### config.mk
export PLATFORM = sky130hd
export DESIGN_NAME = axis_loopback_tester_flat
export DESIGN_NICKNAME = d
export VERILOG_FILES = /design/src/rtl/axis_loopback_tester_if.sv /design/src/rtl/axis_loopback_tester.sv /design/src/flat_wrapper.sv
export SDC_FILE = /design/constraint.sdc
export NUM_CORES = 1
export LEC_CHECK = 0
export ABC_AREA = 1
export ABC_CLOCK_PERIOD_IN_PS = 2730
export CAP_MARGIN = 5
export CORE_MARGIN = 2
export CORE_UTILIZATION = 50
export CTS_BUF_LIST = sky130_fd_sc_hd__clkbuf_4 sky130_fd_sc_hd__clkbuf_8
export CTS_CLUSTER_SIZE = 14
export DETAILED_ROUTE_END_ITERATION = 10
export MAX_ROUTING_LAYER = met4
export PLACE_DENSITY = 0.8
export REMOVE_ABC_BUFFERS = 1
export SLEW_MARGIN = 0
export SYNTH_ARGS = -nofsm -noshare
export SYNTH_HDL_FRONTEND = slang
export SYNTH_SLANG_ARGS = --single-unit
### constraint.sdc
create_clock -name clk -period 2.73 [get_ports clk]
set_input_delay 0.273 -clock clk [delete_from_list [all_inputs] [get_ports clk]]
set_output_delay 0.273 -clock clk [all_outputs]
set_load 0.1 [all_outputs]
### src/rtl/axis_loopback_tester_if.sv
// AXI-Stream bundle used for both the generated (tx) and returned (rx) streams.
// The master drives data/keep/last/valid; the slave drives ready.
interface axis_loopback_tester_if #(
   parameter int DATA_WIDTH = 64
);
   localparam int KB = DATA_WIDTH / 8;

   logic [DATA_WIDTH-1:0] data;
   logic [KB-1:0]         keep;
   logic                  last;
   logic                  valid;
   logic                  ready;

   modport master (output data, keep, last, valid, input ready);
   modport slave  (input data, keep, last, valid, output ready);
endinterface

### src/rtl/axis_loopback_tester.sv
// AXI-Stream loopback traffic generator and byte-exact checker with programmable
// rx backpressure, drain timeout and pass/fail reporting.
module axis_loopback_tester #(
   parameter int DATA_WIDTH     = 64,
   parameter int LEN_WIDTH      = 16,
   parameter int CNT_WIDTH      = 32,
   parameter int TIMEOUT_CYCLES = 4096
) (
   input  logic                 clk,
   input  logic                 reset,
   input  logic                 start,
   input  logic                 stop,
   input  logic [LEN_WIDTH-1:0] cfg_len,
   input  logic [CNT_WIDTH-1:0] cfg_num_pkts,
   input  logic [7:0]           cfg_rdy_mask,
   axis_loopback_tester_if.master tx,
   axis_loopback_tester_if.slave  rx,
   output logic                 busy,
   output logic                 done,
   output logic                 pass,
   output logic                 timeout,
   output logic [CNT_WIDTH-1:0] tx_pkts,
   output logic [CNT_WIDTH-1:0] rx_pkts,
   output logic [CNT_WIDTH-1:0] err_cnt,
   output logic [1:0]           dbg_state
);
   localparam int KB = DATA_WIDTH / 8;
   localparam int TW = $clog2(TIMEOUT_CYCLES + 1);
   localparam logic [7:0]           KB_STEP  = 8'(KB % 256);
   localparam logic [LEN_WIDTH-1:0] KB_LEN   = LEN_WIDTH'(KB);
   localparam logic [LEN_WIDTH-1:0] LEN_ONE  = LEN_WIDTH'(1);
   localparam logic [CNT_WIDTH-1:0] CNT_ONE  = CNT_WIDTH'(1);
   localparam logic [TW-1:0]        TMO_LAST = TW'(TIMEOUT_CYCLES - 1);

   localparam logic [1:0] IDLE  = 2'd0;
   localparam logic [1:0] RUN   = 2'd1;
   localparam logic [1:0] DRAIN = 2'd2;
   localparam logic [1:0] DONE  = 2'd3;

   logic [1:0]           state;
   logic [2:0]           phase;
   logic [7:0]           mask_q;
   logic [CNT_WIDTH-1:0] num_q;
   logic [LEN_WIDTH-1:0] last_beat_q;
   logic [KB-1:0]        last_keep_q;
   logic [LEN_WIDTH-1:0] tx_beat, rx_beat;
   logic [7:0]           tx_base, rx_base;
   logic                 stop_pend;
   logic [TW-1:0]        tmo_cnt;

   // Config decode: packet geometry is fixed at start so the datapath only compares indices.
   logic [LEN_WIDTH-1:0] eff_len, cfg_last_beat, cfg_rem;
   logic [KB-1:0]        cfg_last_keep;
   always_comb begin
      eff_len       = (cfg_len == '0) ? LEN_ONE : cfg_len;
      cfg_last_beat = (eff_len - LEN_ONE) / KB_LEN;
      cfg_rem       = eff_len % KB_LEN;
      cfg_last_keep = '0;
      for (int i = 0; i < KB; i++)
         cfg_last_keep[i] = (cfg_rem == '0) || (LEN_WIDTH'(i) < cfg_rem);
   end

   // Handshake: a beat transfers on a cycle where valid and ready are both high at the
   // rising edge; the master holds data/keep/last stable while valid is high and ready low.
   logic run, active, tx_is_last, tx_hs, rx_rdy, rx_hs;
   always_comb begin
      run        = (state == RUN);
      active     = (state == RUN) || (state == DRAIN);
      tx_is_last = (tx_beat == last_beat_q);
      tx.valid   = run;
      tx.last    = run && tx_is_last;
      tx.keep    = !run ? '0 : (tx_is_last ? last_keep_q : '1);
      tx.data    = '0;
      for (int i = 0; i < KB; i++)
         tx.data[8*i +: 8] = run ? (tx_base + 8'(i)) : 8'h00;
      tx_hs      = run && tx.ready;
   end

   always_comb begin
      rx_rdy   = active ? mask_q[phase] : (state == DONE);
      rx.ready = rx_rdy;
      rx_hs    = active && rx.valid && rx_rdy;
   end

   // Checker: the expected position is tracked independently of the generator.
   logic                 exp_last, beat_err;
   logic [KB-1:0]        exp_keep;
   logic [CNT_WIDTH-1:0] rx_pkts_nx, err_nx;
   always_comb begin
      exp_last = (rx_beat == last_beat_q);
      exp_keep = exp_last ? last_keep_q : '1;
      beat_err = (rx.keep != exp_keep) || (rx.last != exp_last);
      for (int i = 0; i < KB; i++)
         if (exp_keep[i] && (rx.data[8*i +: 8] != rx_base + 8'(i)))
            beat_err = 1'b1;
      rx_pkts_nx = (rx_hs && rx.last) ? rx_pkts + CNT_ONE : rx_pkts;
      err_nx     = (rx_hs && beat_err && (err_cnt != '1)) ? err_cnt + CNT_ONE : err_cnt;
   end

   always_ff @(posedge clk) begin
      if (reset) begin
         state       <= IDLE;
         phase       <= '0;
         mask_q      <= '0;
         num_q       <= '0;
         last_beat_q <= '0;
         last_keep_q <= '0;
         tx_beat     <= '0;
         rx_beat     <= '0;
         tx_base     <= '0;
         rx_base     <= '0;
         stop_pend   <= 1'b0;
         tmo_cnt     <= '0;
         tx_pkts     <= '0;
         rx_pkts     <= '0;
         err_cnt     <= '0;
         pass        <= 1'b0;
         timeout     <= 1'b0;
      end else begin
         if (active) begin
            phase <= phase + 3'd1;
            if (rx_hs) begin
               rx_pkts <= rx_pkts_nx;
               err_cnt <= err_nx;
               // A mismatching beat never desynchronises the checker: rx_last always realigns it.
               if (rx.last) begin
                  rx_beat <= '0;
                  rx_base <= rx_pkts[7:0] + 8'd1;
               end else begin
                  rx_beat <= rx_beat + LEN_ONE;
                  rx_base <= rx_base + KB_STEP;
               end
            end
         end

         case (state)
            IDLE, DONE: begin
               if (start) begin
                  state       <= RUN;
                  phase       <= '0;
                  mask_q      <= cfg_rdy_mask;
                  num_q       <= cfg_num_pkts;
                  last_beat_q <= cfg_last_beat;
                  last_keep_q <= cfg_last_keep;
                  tx_beat     <= '0;
                  rx_beat     <= '0;
                  tx_base     <= '0;
                  rx_base     <= '0;
                  stop_pend   <= 1'b0;
                  tmo_cnt     <= '0;
                  tx_pkts     <= '0;
                  rx_pkts     <= '0;
                  err_cnt     <= '0;
                  pass        <= 1'b0;
                  timeout     <= 1'b0;
               end
            end
            RUN: begin
               tmo_cnt <= '0;
               if (stop) stop_pend <= 1'b1;
               if (tx_hs) begin
                  if (tx_is_last) begin
                     tx_pkts <= tx_pkts + CNT_ONE;
                     tx_beat <= '0;
                     tx_base <= tx_pkts[7:0] + 8'd1;
                     if (((num_q != '0) && (tx_pkts + CNT_ONE == num_q)) || stop_pend || stop)
                        state <= DRAIN;
                  end else begin
                     tx_beat <= tx_beat + LEN_ONE;
                     tx_base <= tx_base + KB_STEP;
                  end
               end
            end
            DRAIN: begin
               if (rx_pkts_nx == tx_pkts) begin
                  state <= DONE;
                  pass  <= (err_nx == '0);
               end else if (rx_hs) begin
                  tmo_cnt <= '0;
               end else if (tmo_cnt == TMO_LAST) begin
                  state   <= DONE;
                  timeout <= 1'b1;
                  pass    <= 1'b0;
               end else begin
                  tmo_cnt <= tmo_cnt + TW'(1);
               end
            end
            default: state <= IDLE;
         endcase
      end
   end

   assign busy      = active;
   assign done      = (state == DONE);
   assign dbg_state = state;
endmodule

### src/flat_wrapper.sv
// flat-port wrapper written by rule: the top's interface ports become plain ports
module axis_loopback_tester_flat 
#(
   parameter int DATA_WIDTH     = 64,
   parameter int LEN_WIDTH      = 16,
   parameter int CNT_WIDTH      = 32,
   parameter int TIMEOUT_CYCLES = 4096
)
  (clk, reset, start, stop, cfg_len, cfg_num_pkts, cfg_rdy_mask, busy, done, pass, timeout, tx_pkts, rx_pkts, err_cnt, dbg_state, tx_data, tx_keep, tx_last, tx_valid, tx_ready, rx_data, rx_keep, rx_last, rx_valid, rx_ready);
  axis_loopback_tester_if #(.DATA_WIDTH(DATA_WIDTH)) tx_i ();
  axis_loopback_tester_if #(.DATA_WIDTH(DATA_WIDTH)) rx_i ();
  input  logic clk;
  input  logic reset;
  input  logic start;
  input  logic stop;
  input  logic [LEN_WIDTH-1:0] cfg_len;
  input  logic [CNT_WIDTH-1:0] cfg_num_pkts;
  input  logic [7:0] cfg_rdy_mask;
  output logic busy;
  output logic done;
  output logic pass;
  output logic timeout;
  output logic [CNT_WIDTH-1:0] tx_pkts;
  output logic [CNT_WIDTH-1:0] rx_pkts;
  output logic [CNT_WIDTH-1:0] err_cnt;
  output logic [1:0] dbg_state;
  output wire logic [$bits(tx_i.data)-1:0] tx_data;
  output wire logic [$bits(tx_i.keep)-1:0] tx_keep;
  output wire logic [$bits(tx_i.last)-1:0] tx_last;
  output wire logic [$bits(tx_i.valid)-1:0] tx_valid;
  input wire logic [$bits(tx_i.ready)-1:0] tx_ready;
  input wire logic [$bits(rx_i.data)-1:0] rx_data;
  input wire logic [$bits(rx_i.keep)-1:0] rx_keep;
  input wire logic [$bits(rx_i.last)-1:0] rx_last;
  input wire logic [$bits(rx_i.valid)-1:0] rx_valid;
  output wire logic [$bits(rx_i.ready)-1:0] rx_ready;
  assign tx_data = tx_i.data;
  assign tx_keep = tx_i.keep;
  assign tx_last = tx_i.last;
  assign tx_valid = tx_i.valid;
  assign tx_i.ready = tx_ready;
  assign rx_i.data = rx_data;
  assign rx_i.keep = rx_keep;
  assign rx_i.last = rx_last;
  assign rx_i.valid = rx_valid;
  assign rx_ready = rx_i.ready;
  axis_loopback_tester #(.DATA_WIDTH(DATA_WIDTH), .LEN_WIDTH(LEN_WIDTH), .CNT_WIDTH(CNT_WIDTH), .TIMEOUT_CYCLES(TIMEOUT_CYCLES)) u_core (.clk(clk), .reset(reset), .start(start), .stop(stop), .cfg_len(cfg_len), .cfg_num_pkts(cfg_num_pkts), .cfg_rdy_mask(cfg_rdy_mask), .tx(tx_i), .rx(rx_i), .busy(busy), .done(done), .pass(pass), .timeout(timeout), .tx_pkts(tx_pkts), .rx_pkts(rx_pkts), .err_cnt(err_cnt), .dbg_state(dbg_state));
endmodule
After elaboration in Yosys (flattened, before gate mapping). Index checks and enable logic that the tools add are counted.

Output and inout port bits: 177. Flip-flop bits (word level): 226. Word-level logic and storage cells: 208. Input port bits: 135.

Order comparisons: 9. $add $sub $neg: 26. Eq/ne operators: 30. Reductions and logical operators: 44. Mux-type cells: 82.

Operators by type and width (count): 2-to-1 mux 32 bit (13); 2-to-1 mux 8 bit (19); 2-to-1 mux 16 bit (9); adder 32 x 1 -> 32 bit, second input constant (3); inequality test 8 bit (9); adder 8 x 3 -> 8 bit, second input constant (8); equality test 32 bit (2); case mux 32 bit (2 select lines) (1); 2-to-1 mux 13 bit (4); case mux 13 bit (3 select lines) (1); adder 16 x 1 -> 16 bit, second input constant (2); adder 8 x 1 -> 8 bit, second input constant (4); adder 8 x 2 -> 8 bit, second input constant (4); equality test 16 x 13 -> 1 bit (2); zero test 16 bit (2); zero test 32 bit (1); inequality test 32 bit, second input constant (1); case mux 16 bit (2 select lines) (1); nonzero test 32 bit (1); 2-to-1 mux 1 bit (18); adder 8 x 4 -> 8 bit, second input constant (2); logical AND 1 bit (16); case mux 8 bit (2 select lines) (1); subtractor 16 x 1 -> 16 bit, second input constant (1); 28 further kinds (66).

Longest topological paths before layout. Gate-level depths: netlist of the first run.

Depth after elaboration: 19. Mapped depth: 28. Depth with buffers taken out: 27.

Worst setup path before layout of the first run. No wires, ideal clock.

Path type: register to output. Start: register u_core.state[0], in the netlist u_core.dbg_state[0]. End: output tx_data[15]. Required time: 2457 ps. Arrival: 6435 ps. Path buffers: 0. Stages on the path, launching flop included: 6. Setup slack: -3978 ps. Cell sequence: dfxtp_1 -> ha_1 -> clkinv_1 -> nor2_1 -> inv_1 -> a221oi_1.

Longest elaborated chain between the ends: 2.

Ends and longest elaborated chain: start, declared (RTL line axis_loopback_tester.sv:40) `logic [1:0] state;`; start signal, assigned (RTL line axis_loopback_tester.sv:102) `state <= IDLE;`; start signal, assigned (RTL line axis_loopback_tester.sv:139) `state <= RUN;`; start signal, assigned (RTL line axis_loopback_tester.sv:167) `state <= DRAIN;`; equality test 2 x 1 -> 1 bit (RTL line axis_loopback_tester.sv:67) `run = (state == RUN);`; named net tx_valid (RTL line flat_wrapper.sv:30) `output wire logic [$bits(tx_i.valid)-1:0] tx_valid;`; 2-to-1 mux 8 bit (RTL line axis_loopback_tester.sv:75) `tx.data[8*i +: 8] = run ? (tx_base + 8'(i)) : 8'h00;`; end, declared (RTL line flat_wrapper.sv:27) `output wire logic [$bits(tx_i.data)-1:0] tx_data;`.

The timed path passes the listed nets, and every way through them passes these cells.

Worst setup path after layout of the first run.
Start: register u_core.mask_q[2]. End: register u_core.pass.

Longest elaborated chain between the ends: 10. Elaborated cells on any way between the ends: 16. Classes of those cells: 3 x eq/ne; 7 x mux; 6 x reduce/logical.

Ends and longest elaborated chain: start, declared (RTL line axis_loopback_tester.sv:42) `logic [7:0] mask_q;`; start signal, assigned (RTL line axis_loopback_tester.sv:141) `mask_q <= cfg_rdy_mask;`; binary-select mux 1 bit (select 3 bit) (*) (RTL line axis_loopback_tester.sv:80) `rx_rdy = active ? mask_q[phase] : (state == DONE);`; 2-to-1 mux 1 bit (not written as such) (*) (RTL line axis_loopback_tester.sv:80); 2-to-1 mux 1 bit (*) (RTL line axis_loopback_tester.sv:80); logical AND 1 bit (*) (RTL line axis_loopback_tester.sv:82) `rx_hs = active && rx.valid && rx_rdy;`; logical AND 1 bit (2 in series) (RTL line axis_loopback_tester.sv:97) `err_nx = (rx_hs && beat_err && (err_cnt != '1)) ? err_cnt + CNT_ONE : err_cnt;`; 2-to-1 mux 32 bit (RTL line axis_loopback_tester.sv:97); zero test 32 bit (RTL line axis_loopback_tester.sv:177) `pass <= (err_nx == '0);`; 2-to-1 mux 1 bit (RTL line axis_loopback_tester.sv:175) `if (rx_pkts_nx == tx_pkts) begin`; case mux 1 bit (2 select lines) (RTL line axis_loopback_tester.sv:136) `case (state)`; end signal, assigned (RTL line axis_loopback_tester.sv:177); end, declared (RTL line axis_loopback_tester.sv:20) `output logic pass,`.

Every way passes the cells marked *; elsewhere a longest branch is shown, timed or not. The select of a mux whose other input is x is not followed. A chain may end at the register's enable or synchronous reset.

==> reports/summary.txt, run 1 <==
Status: complete, but fails checks
Violated checks: design-rule violations, negative setup slack
Final period util: 123%
H-tree Lvls: 2
Seq cells post-synth: 226
Die ar.: 34,800 um2
Final Wtd Congestion: 1.03
Die H: 187 um
DR iter-0 viols: 2,654
Initial antenna violation count: 1
CP arrival: 3910 ps
Vias in the first global route: 21,168
Post-route antenna net violation count: 0
DP Area: 24,200 um2
Worst path slowest cell: dfxtp_1
Register clock-pin slew on the reported worst setup and hold paths: 70 ps
Power per Cell Area: 660 nW/um2
Skew-Pair Late Insertion Delay: 620 ps
Bufs and invs on worst path: 3
Clock root cell: clkbuf_8
Hold Violations, Final: 0
Cell leakage power: 12.2 nW
Syn_area_per_cell: 6.25 um2
Routed len/inst: 20.4 um
Num CTS Buffers: 40
Global route overflow: 0
Synth async-reset ratio: 0%
Critical Path RT: 3280 ps
Rows: 66
XOR/XNOR share of the synthesized area: 10.7%
Clock buffer depth: 3
Wire length of the first global-routing pass: 113,000 um
Ports: 312
Crit-path max FO: 14
Synth Cell Area: 16,700 um2
Sequential area share after synthesis: 27.1%
Total Wirelength: 80,000 um
Cell area after layout: 27,000 um2
Fmax: 298 MHz
# port buffers: 311
Tot GR Track Use: 41.2%
Crit path max-delay family: simple AND/OR/NAND/NOR gates
Area grow syn2layout: 62.0%
Adder-cell area share of the yosys netlist: 2.33%
Final Skew: 59.1 ps
CP Class: reg2reg
Tmin final: 3360 ps
RSZ-0062 raised after global routing: true
Synth Instances: 2,670
Dominant synthesized flop cell: dfxtp_1
Worst path cell trace: o21ai_1, o21ai_1, inv_1, nand2_1, nand3_2, nor2_4, nand2_4, buf_12, buf_12, nand2_2, nand2_2, nand2_1, nand3_1, nor2_2, nand2_2, nor2_4, nand2_1, a21oi_2, nand3_1, nor2_1, nor2_1, nor2_1
Max-cap violations: 0
Layout cells sized above 1: 30.9%
Core area: 32,700 um2
Nature of the critical path startpoint: register
Mux share of post-synthesis cell area: 0%
Final Setup Violations: 28
Post-route setup TNS: -8290 ps
Tightest Pin Transition: 660 ps
PnR worst setup slack: -628 ps
Dpl hpwl: 54,500 um
Simple-gate share of the synthesized area: 35.2%
Layout Nets: 3,620
Initial Utilization: 51.0%
Worst setup EP type: register
Post-synth EDFFs: 0
Total number of vias: 22,960
DRC violations left: 1
Largest family of logic cells by synthesized area: simple AND/OR/NAND/NOR gates
Crit path largest cell delay: 400 ps
Drt pass-1 iters: 11
Max_slew headroom: 55.8%
Final Core Density: 82.6%
Final Max Slew Viols: 0
# clock sinks: 226
Die X: 187 um
Largest net degree at the start of global routing: 46
CTS tree: done
Complex-gate fraction of the synthesized area: 13.0%
Worst VDD drop: 0.572 mV
Commonest non-fill, non-tap cell in the layout: nand2_1
Via density: 5.85
Most frequent cells in the layout: nand2_1 (682), buf_4 (577), inv_1 (353)
Class of the worst hold path: in2reg
Cell variety after synth: 50
Warnings from Yosys: 0
## final timing paths
| path | slack, ps | from | end | depth (start not counted) |
|---|---|---|---|---|
| setup / recovery | -630 | u_core.mask_q[2] | u_core.pass | 22 |
| hold / removal | 240 | reset | u_core.tmo_cnt[1] | 3 |
| setup reg to reg | -630 | u_core.mask_q[2] | u_core.pass | 22 |
| hold reg to reg | 490 | u_core.rx_beat[15] | u_core.rx_beat[15] | 2 |
## synthesized netlist by cell type, types with 13 or more instances
cell type | n | area [um2]
nor2_1 | 253 | 950
dfxtp_1 | 226 | 4520
xor2_1 | 128 | 1120
nor4_1 | 31 | 194
o211ai_1 | 16 | 120
nor3_1 | 82 | 410
o22ai_1 | 37 | 231
inv_1 | 365 | 1370
clkbuf_1 | 61 | 229
xnor2_1 | 73 | 639
a211oi_1 | 47 | 353
o21ai_0 | 102 | 510
ha_1 | 31 | 388
buf_2 | 17 | 85.1
nand2_1 | 737 | 2770
nand3_1 | 136 | 681
buf_4 | 16 | 120
nand4_1 | 79 | 494
a31oi_1 | 13 | 81.3
a21oi_1 | 102 | 510
## per-layer routing
metal / GRT usage, % / part of all wire, % / vias to the layer above / routed length, um
met5: - / 0 / - / 0
met4: 18.2 / 6.8 / 0 / 5410
met1: 50.2 / 37 / 10543 / 29800
met2: 66.7 / 45 / 1694 / 35700
li1: - / - / 10232 / -
met3: 7.11 / 11 / 491 / 9100
## per-stage QoR
| step | instances | setup WS [ps] | hold WS, ps | total power, mW |
|---|---|---|---|---|
| floorplan | 2566 | -8870 | 335 | 8.50 |
| global placement | 3808 | -477 | 437 | 11.9 |
| detailed placement | 3808 | -461 | 445 | 12.0 |
| CTS | 3897 | -249 | 235 | 16.4 |
| global route | 3927 | -825 | 235 | 18.3 |
| finish | 3927 | -628 | 239 | 17.8 |
## state kept, by name, summed over array words and instances (netlist names)
name                count
u_core.phase            3
u_core.rx_pkts         32
u_core.dbg_state        2
u_core.err_cnt         32
u_core.last_beat_q     13
u_core.mask_q           8
u_core.tx_beat         16
u_core.tmo_cnt         13
u_core.timeout          1
u_core.tx_base          8
u_core.num_q           32
u_core.stop_pend        1
u_core.last_keep_q      8
u_core.rx_base          8
u_core.tx_pkts         32
u_core.rx_beat         16
u_core.pass             1
## tightest hold or removal path, stage by stage
cell and delay, ps:
buf_2 150, buf_4 260, a21oi_2 130
## where the power goes
part | total [mW] | internal [mW] | switching, mW
registers | 4.00 | 3.68 | 0.324
clock network | 3.92 | 2.31 | 1.61
logic | 9.92 | 3.55 | 6.38
## logic make-up (layout without fill, tap and decap cells)
group,count (synthesis),count (layout)
AND/OR/NAND/NOR,1365,1368
buffers and inverters,481,1292
AO/OA/AOI/OAI,365,365
flip-flops,226,226
XOR/XNOR,202,202
adder cells (fa/ha/maj),31,31
other,0,1
## area by class of cell
class	count	area (um2)
Clock buffer	64	831
Clock inverter	8	144
Multi-Input combinational cell	1966	11300
Timing Repair Buffer	843	8180
Inverter	377	1430
Tap cell	442	553
Fill cell	2101	5680
Antenna cell	1	2.50
Sequential cell	226	4590
## timing repair
action,4_1_cts,5_1_grt
resized for setup,139,203
cloned,4,8
endpoints found under the setup margin,60,117
pin swaps,30,60
hold buffers,0,0
setup buffers,13,27
No activity file was read; power rests on OpenSTA's default activity.
==> run 2, diff against run 1 <==
CAP_MARGIN = default   (was 5)
==> results of run 2 <==
Final layout, timing and power as in run 1 (identical DEF).
